File: src/rtl/n64_pkg.sv
// rtl/n64_pkg.sv - joybus command constants and scheduler state encoding
package n64_pkg;

  localparam logic [7:0]  CMD_STATUS      = 8'h00;
  localparam logic [7:0]  CMD_POLL        = 8'h01;
  localparam logic [5:0]  RESP_LEN_STATUS = 6'd25;
  localparam logic [5:0]  RESP_LEN_POLL   = 6'd33;
  localparam logic [15:0] N64_DEV_ID      = 16'h0500;

  typedef enum logic [2:0] {
    ST_IDLE       = 3'd0,
    ST_PROBE      = 3'd1,
    ST_PROBE_WAIT = 3'd2,
    ST_PERIOD     = 3'd3,
    ST_POLL       = 3'd4,
    ST_POLL_WAIT  = 3'd5,
    ST_FAIL       = 3'd6
  } state_t;

endpackage

File: src/rtl/n64_tick_timer.sv
// rtl/n64_tick_timer.sv - loadable down-counter with a one-cycle expiry pulse
module n64_tick_timer #(
  parameter int W = 8
) (
  input  logic         i_clk,
  input  logic         i_rst_n,
  input  logic         i_load,
  input  logic [W-1:0] i_load_val,
  output logic         o_expired
);

  logic [W-1:0] r_count;

  // Loaded with V on cycle L, the pulse appears on cycle L+V; the counter then parks at zero.
  always_ff @(posedge i_clk or negedge i_rst_n) begin
    if (!i_rst_n) begin
      r_count <= '0;
    end else if (i_load) begin
      r_count <= i_load_val;
    end else if (r_count != '0) begin
      r_count <= r_count - W'(1);
    end
  end

  assign o_expired = (r_count == W'(1));

endmodule

File: src/rtl/n64_poll_scheduler.sv
// rtl/n64_poll_scheduler.sv - joybus sequencer: probe, periodic poll, timeout, retry, disconnect
module n64_poll_scheduler
  import n64_pkg::*;
#(
  parameter int TICKS_PER_MICRO = 25,
  parameter int POLL_PERIOD_US  = 1000,
  parameter int TIMEOUT_US      = 200,
  parameter int MAX_RETRY       = 3
) (
  input  logic        PCLK,
  input  logic        PRESETn,
  input  logic        enable,
  output logic        phy_start,
  output logic [7:0]  phy_cmd,
  output logic [5:0]  phy_rx_len,
  input  logic        phy_busy,
  input  logic        phy_done,
  input  logic [31:0] phy_rx_data,
  output logic [31:0] buttons,
  output logic        buttons_valid,
  output logic        connected,
  output logic [15:0] ctrl_type,
  output logic [7:0]  err_count,
  output logic [2:0]  state_mon
);

  localparam int PERIOD_TICKS  = POLL_PERIOD_US * TICKS_PER_MICRO;
  localparam int TIMEOUT_TICKS = TIMEOUT_US * TICKS_PER_MICRO;
  localparam int CW            = $clog2(PERIOD_TICKS + 1);
  localparam int RW            = $clog2(MAX_RETRY + 1);
  // The period timer is one short because the FSM needs a cycle to re-enter POLL,
  // which keeps consecutive POLL starts exactly PERIOD_TICKS apart.
  localparam logic [CW-1:0] PERIOD_LOAD  = CW'(PERIOD_TICKS - 1);
  localparam logic [CW-1:0] TIMEOUT_LOAD = CW'(TIMEOUT_TICKS);

  if (TIMEOUT_US >= POLL_PERIOD_US) begin : g_bad_timeout
    $error("TIMEOUT_US must be less than POLL_PERIOD_US");
  end

  state_t        r_state, w_next;
  logic [7:0]    r_cmd, w_cmd;
  logic [5:0]    r_len, w_len;
  logic [31:0]   r_buttons;
  logic          r_buttons_valid, r_connected;
  logic [15:0]   r_ctrl_type;
  logic [7:0]    r_err_count;
  logic [RW-1:0] r_retry;

  logic w_start, w_timeout, w_period_exp, w_load_period, w_finish;
  logic w_id_ok, w_retry_max;
  logic w_probe_ok, w_poll_ok, w_err, w_retry_inc, w_disconnect;

  assign w_id_ok     = (phy_rx_data[31:16] == N64_DEV_ID);
  assign w_retry_max = (r_retry >= RW'(MAX_RETRY));
  assign w_finish    = phy_done | w_timeout;

  n64_tick_timer #(.W(CW)) u_timeout (
    .i_clk      (PCLK),
    .i_rst_n    (PRESETn),
    .i_load     (w_start),
    .i_load_val (TIMEOUT_LOAD),
    .o_expired  (w_timeout)
  );

  n64_tick_timer #(.W(CW)) u_period (
    .i_clk      (PCLK),
    .i_rst_n    (PRESETn),
    .i_load     (w_load_period),
    .i_load_val (PERIOD_LOAD),
    .o_expired  (w_period_exp)
  );

  // State register.
  always_ff @(posedge PCLK or negedge PRESETn) begin
    if (!PRESETn) r_state <= ST_IDLE;
    else          r_state <= w_next;
  end

  // Next state plus the transaction events consumed by the datapath; done beats a same-cycle timeout.
  always_comb begin
    w_next        = r_state;
    w_start       = 1'b0;
    w_load_period = 1'b0;
    w_probe_ok    = 1'b0;
    w_poll_ok     = 1'b0;
    w_err         = 1'b0;
    w_retry_inc   = 1'b0;
    w_disconnect  = 1'b0;
    case (r_state)
      ST_IDLE: if (enable) w_next = ST_PROBE;
      ST_PROBE: begin
        if (!enable) w_next = ST_IDLE;
        else if (!phy_busy) begin
          w_start = 1'b1;
          w_next  = ST_PROBE_WAIT;
        end
      end
      ST_PROBE_WAIT: begin
        if (w_finish) begin
          if (!enable) w_next = ST_IDLE;
          else if (phy_done && w_id_ok) begin
            w_probe_ok = 1'b1;
            w_next     = ST_POLL;
          end else begin
            w_err         = 1'b1;
            w_load_period = 1'b1;
            w_next        = ST_FAIL;
          end
        end
      end
      ST_POLL: begin
        if (!enable) w_next = ST_IDLE;
        else if (!phy_busy) begin
          w_start       = 1'b1;
          w_load_period = 1'b1;
          w_next        = ST_POLL_WAIT;
        end
      end
      ST_POLL_WAIT: begin
        if (w_finish) begin
          if (!enable) w_next = ST_IDLE;
          else if (phy_done) begin
            w_poll_ok = 1'b1;
            w_next    = ST_PERIOD;
          end else begin
            w_err         = 1'b1;
            w_retry_inc   = 1'b1;
            w_load_period = 1'b1;
            w_next        = ST_FAIL;
          end
        end
      end
      ST_PERIOD: begin
        if (!enable) w_next = ST_IDLE;
        else if (w_period_exp) w_next = ST_POLL;
      end
      ST_FAIL: begin
        if (!enable) w_next = ST_IDLE;
        else if (w_period_exp) begin
          if (w_retry_max) begin
            w_disconnect = 1'b1;
            w_next       = ST_PROBE;
          end else if (r_connected) begin
            w_next = ST_POLL;
          end else begin
            w_next = ST_PROBE;
          end
        end
      end
      default: w_next = ST_IDLE;
    endcase
  end

  // Command/length are presented as soon as a launch state is entered, then held until the next launch.
  always_comb begin
    w_cmd = r_cmd;
    w_len = r_len;
    if (r_state == ST_POLL) begin
      w_cmd = CMD_POLL;
      w_len = RESP_LEN_POLL;
    end else if (r_state == ST_PROBE) begin
      w_cmd = CMD_STATUS;
      w_len = RESP_LEN_STATUS;
    end
  end

  // Datapath: latched command, results, link status, error and retry counters.
  always_ff @(posedge PCLK or negedge PRESETn) begin
    if (!PRESETn) begin
      r_cmd           <= CMD_STATUS;
      r_len           <= '0;
      r_buttons       <= '0;
      r_buttons_valid <= 1'b0;
      r_connected     <= 1'b0;
      r_ctrl_type     <= '0;
      r_err_count     <= '0;
      r_retry         <= '0;
    end else begin
      r_buttons_valid <= w_poll_ok;
      if (w_start) begin
        r_cmd <= w_cmd;
        r_len <= w_len;
      end
      if (w_probe_ok) begin
        r_ctrl_type <= phy_rx_data[31:16];
        r_connected <= 1'b1;
      end
      if (w_poll_ok) r_buttons <= phy_rx_data;
      if (w_err && (r_err_count != 8'hFF)) r_err_count <= r_err_count + 8'd1;
      if (w_probe_ok || w_poll_ok || w_disconnect) r_retry <= '0;
      else if (w_retry_inc && !w_retry_max) r_retry <= r_retry + RW'(1);
      if (w_disconnect) begin
        r_connected <= 1'b0;
        r_buttons   <= '0;
      end
    end
  end

  assign phy_start     = w_start;
  assign phy_cmd       = w_cmd;
  assign phy_rx_len    = w_len;
  assign buttons       = r_buttons;
  assign buttons_valid = r_buttons_valid;
  assign connected     = r_connected;
  assign ctrl_type     = r_ctrl_type;
  assign err_count     = r_err_count;
  assign state_mon     = r_state;

endmodule

File: config.mk
export PLATFORM = sky130hd
export DESIGN_NAME = n64_poll_scheduler
export DESIGN_NICKNAME = d
export VERILOG_FILES = /design/src/rtl/n64_pkg.sv /design/src/rtl/n64_tick_timer.sv /design/src/rtl/n64_poll_scheduler.sv
export SDC_FILE = /design/constraint.sdc
export NUM_CORES = 1
export LEC_CHECK = 0
export ABC_AREA = 1
export ABC_CLOCK_PERIOD_IN_PS = 3700
export CORE_UTILIZATION = 30
export CTS_BUF_LIST = sky130_fd_sc_hd__clkbuf_4
export DETAILED_ROUTE_END_ITERATION = 10
export HOLD_SLACK_MARGIN = 0.15
export SLEW_MARGIN = 30
export SYNTH_ARGS = -nofsm -noshare
export SYNTH_HDL_FRONTEND = slang
export SYNTH_SLANG_ARGS = --single-unit
File: constraint.sdc
create_clock -name PCLK -period 3.7 [get_ports PCLK]
set_input_delay 0.37 -clock PCLK [delete_from_list [all_inputs] [get_ports PCLK]]
set_output_delay 0.37 -clock PCLK [all_outputs]
set_load 0.1 [all_outputs]
==> reports/metrics.yaml <==
outcome:
  status: "finished, final reports clean"
global_route:
  grt_pass1_vias: 3936
  overflow: 0
  grt_pass1_wl_mm: 19.68
  grt_max_degree: 61
  grt_antenna_before_repair: 0
  grt_usage: 0.1422
pwr:
  power_w: 0.005088
  ir_drop_mv: 0.4761
  swShare: 0.5386
  switchingPower_w: 0.002740
  power.density_nw_per_um2: 785.4
  power_leakage_nw: 3.236
  p_seq_frac: 0.338
  combPwrFrac: 0.547
  power_frac_clock: 0.115
  p_int_w: 0.002347
synth:
  yosysMostFrequentCell: "nand2_1"
  yosys.area.top_type: "dfrtp_1"
  ys_seq_area_frac: 0.5306
  ys_top_cells_by_count: "nand2_1, dfrtp_1, nor2_1"
  synth_area_um2: 5046
  synth.distinct_cells: 30
  yosysTopAreaCellShare: 0.5306
  synthArstFlopShare: 1.000
  yosysWarnings: 0
  netlist_instances: 614
  synth_nets: 657
  synth_edf_count: 0
  synth_area_leaders: "dfrtp_1, nand2_1, nor2_1, inv_1, nand3_1"
  syn-mean-instance-area_um2: 8.218
  synthFlopType: "dfrtp_1"
  synth-seq-cells: 107
finish:
  multi_input_area_um2: 1983
  diodes: 0
  syn_to_final_growth_pct: 28.37
  stdcell_area_um2: 6477
  fill_cells: 1692
  regArea_um2: 2678
  drive_gt1_frac: 0.07545
  final_nets: 768
timing:
  finalHoldWorstSlack_ps: 396.5
  period_share: 0.7932
  setup_viol: 0
  tightest_slew_ps: 1031
  slew_viol_final: 0
  hold_viol: 0
  max_freq_ghz: 0.3407
  slew_headroom: 0.3106
  final.min_clock_period_ps: 2935
  grt_setup_unrepaired: "no"
  fin_skew_ps: 22.30
route:
  route.detailed.wl_per_inst_um: 12.38
  routed-via-count: 4208
  detail_route.vias_per_cell: 4.434
  ant_nets: 0
  first_pass_iters: 5
  routed_wl_mm: 11.75
  drtIter0Drc: 226
  drc: 0
cts:
  cts-root-buf: "clkbuf_4"
  clkTransAtPathRegs_ps: 170
  cts_buffer_depth: 2
  htreeDepth: 3
  clock_latency_ps: 480
  clock-sinks: 107
  cts_buffers: 9
  postCtsSetupRepairBufs: 0
  cts_tree: "yes"
setup_path:
  critical_path_class: "flip-flop to primary output"
  worstPathRequired_ps: 3330
  crit_top_cell: "nand2_1"
  r2r-start: "state_mon[0]$_DFFE_PN0P_"
  ff2ff_setup_slack_ps: 1430
  critPathSlowestCell: "dfrtp_1"
  path_cells: "inv_1, nor2_2, nand2_1, nand2_1, nand2_1, inv_1, buf_4"
  startpoint_type: "flip-flop"
  worstReg2RegEnd: "u_timeout.r_count[4]$_DFFE_PN0P_"
  cp_max_fo: 11
  crit_path_end_kind: "primary output"
  reg2reg_depth: 10
  max_stage_delay_ps: 460
  worstPathArrival_ps: 2560
floorplanning:
  die_area_um2: 17340
  start_util: 0.3054
  num_rows: 47
  fp.dieW_um: 131.7
  pin_count: 113
  dieHeight_um: 131.7
  core_region_area_um2: 16520
hold_path:
  min_path_type: "input port to flip-flop"
  hold-path-cell-count: 3
  hold_end: "buttons[12]$_DFFE_PN0P_"
  min-delay-start: "phy_rx_data[12]"
run:
  drv_cap: 0
placement:
  placed_area_um2: 6345
  place_hpwl_mm: 8.407
  port_buffers: 112
  gp_congestion: 0.8126
## sequential cells by signal, summed over array words and instances (netlist names)
register / flops
ctrl_type: 16
r_retry: 2
r_len: 6
connected: 1
buttons: 32
r_cmd: 8
buttons_valid: 1
err_count: 8
u_timeout.r_count: 15
u_period.r_count: 15
state_mon: 3
## metrics by stage
stage	std cells	setup TNS, ps	worst slack [ps]	util
floorplan	614	-285.5	-142.8	-
global placement	933	0	1273	0.3840
detailed placement	933	0	1273	0.3840
CTS	949	0	734.2	0.3920
global route	949	0	524.3	0.3920
finish	949	0	765.2	0.3920
## worst max path at each step
| stage | startpoint | to | slack [ps] |
|---|---|---|---|
| final | state_mon[0]$_DFFE_PN0P_ | phy_start | 770 |
| after global routing | state_mon[0]$_DFFE_PN0P_ | phy_start | 520 |
| after CTS | state_mon[0]$_DFFE_PN0P_ | phy_start | 730 |
| after detailed placement | enable | state_mon[0]$_DFFE_PN0P_ | 1270 |
| after global placement | enable | buttons[26]$_DFFE_PN0P_ | 1270 |
| after floorplan | state_mon[1]$_DFFE_PN0P_ | phy_rx_len[3] | -140 |
## cell families after synthesis
| kind of cell | Yosys count | share of synthesized area |
|---|---|---|
| compound gates | 37 | 0.04017 |
| xor+xnor | 24 | 0.04166 |
| fa+ha+maj | 6 | 0.01488 |
| buf+inv | 93 | 0.07637 |
| flops | 107 | 0.5306 |
| simple gates | 347 | 0.2963 |
## power groups by stage
| stage | Combinational, W | Clock [W] | Sequential, W |
|---|---|---|---|
| 2_1_floorplan | 0.00103 | 0 | 0.00284 |
| 3_3_place_gp | 0.00279 | 0 | 0.00174 |
| 3_5_place_dp | 0.00279 | 0 | 0.00174 |
| 4_1_cts | 0.00280 | 0.000616 | 0.00172 |
| 5_1_grt | 0.00296 | 0.000656 | 0.00176 |
| 6_report | 0.00278 | 0.000585 | 0.00172 |
## repair_timing
item	4_1_cts	5_1_grt
hold endpoints to repair	47	0
hold buffers	1	0
gates resized for setup	0	0
## worst max-delay path, delay by kind of cell (launching register included)
| kind | cells | cell delay (ps) |
|---|---|---|
| buffers and inverters | 3 | 560 |
| and+or+nand+nor | 4 | 1060 |
| DFF | 1 | 460 |
## area by class of cell
| type | instances | share of cell area |
|---|---|---|
| tap | 220 | 0.04250 |
| multi-input combinational | 414 | 0.3062 |
| clock buffer | 9 | 0.01043 |
| sequential | 107 | 0.4134 |
| timing repair buffer | 117 | 0.1750 |
| clock inverter | 6 | 0.008499 |
| inverter | 76 | 0.04404 |
## layout by cell type (no fill, tap or decap), types with 4 or more instances in the layout
cell / Yosys / layout
dfrtp_1: 107 / 107
nand2_1: 168 / 168
buf_4: 2 / 19
ha_1: 6 / 6
o21ai_0: 13 / 13
o21ai_1: 8 / 8
clkinv_1: 1 / 4
nor3_1: 12 / 12
clkbuf_4: 0 / 9
nand2_2: 4 / 4
nand3_1: 52 / 52
nor2_2: 8 / 8
o211ai_1: 4 / 4
a21oi_1: 9 / 9
inv_1: 72 / 72
nand4_1: 14 / 14
clkdlybuf4s50_1: 0 / 96
xor2_1: 13 / 13
xnor2_1: 11 / 11
nor2_1: 81 / 81
## routing by layer
layer / wire, um / global-route usage / up-vias
met4: 270 / 0.06202 / 0
met5: 0 / 0 / -
met1: 5535 / 0.1922 / 1945
met2: 5181 / 0.2113 / 97
met3: 760 / 0.04012 / 17
li1: - / - / 2149
(Power assumes the default switching activity.)
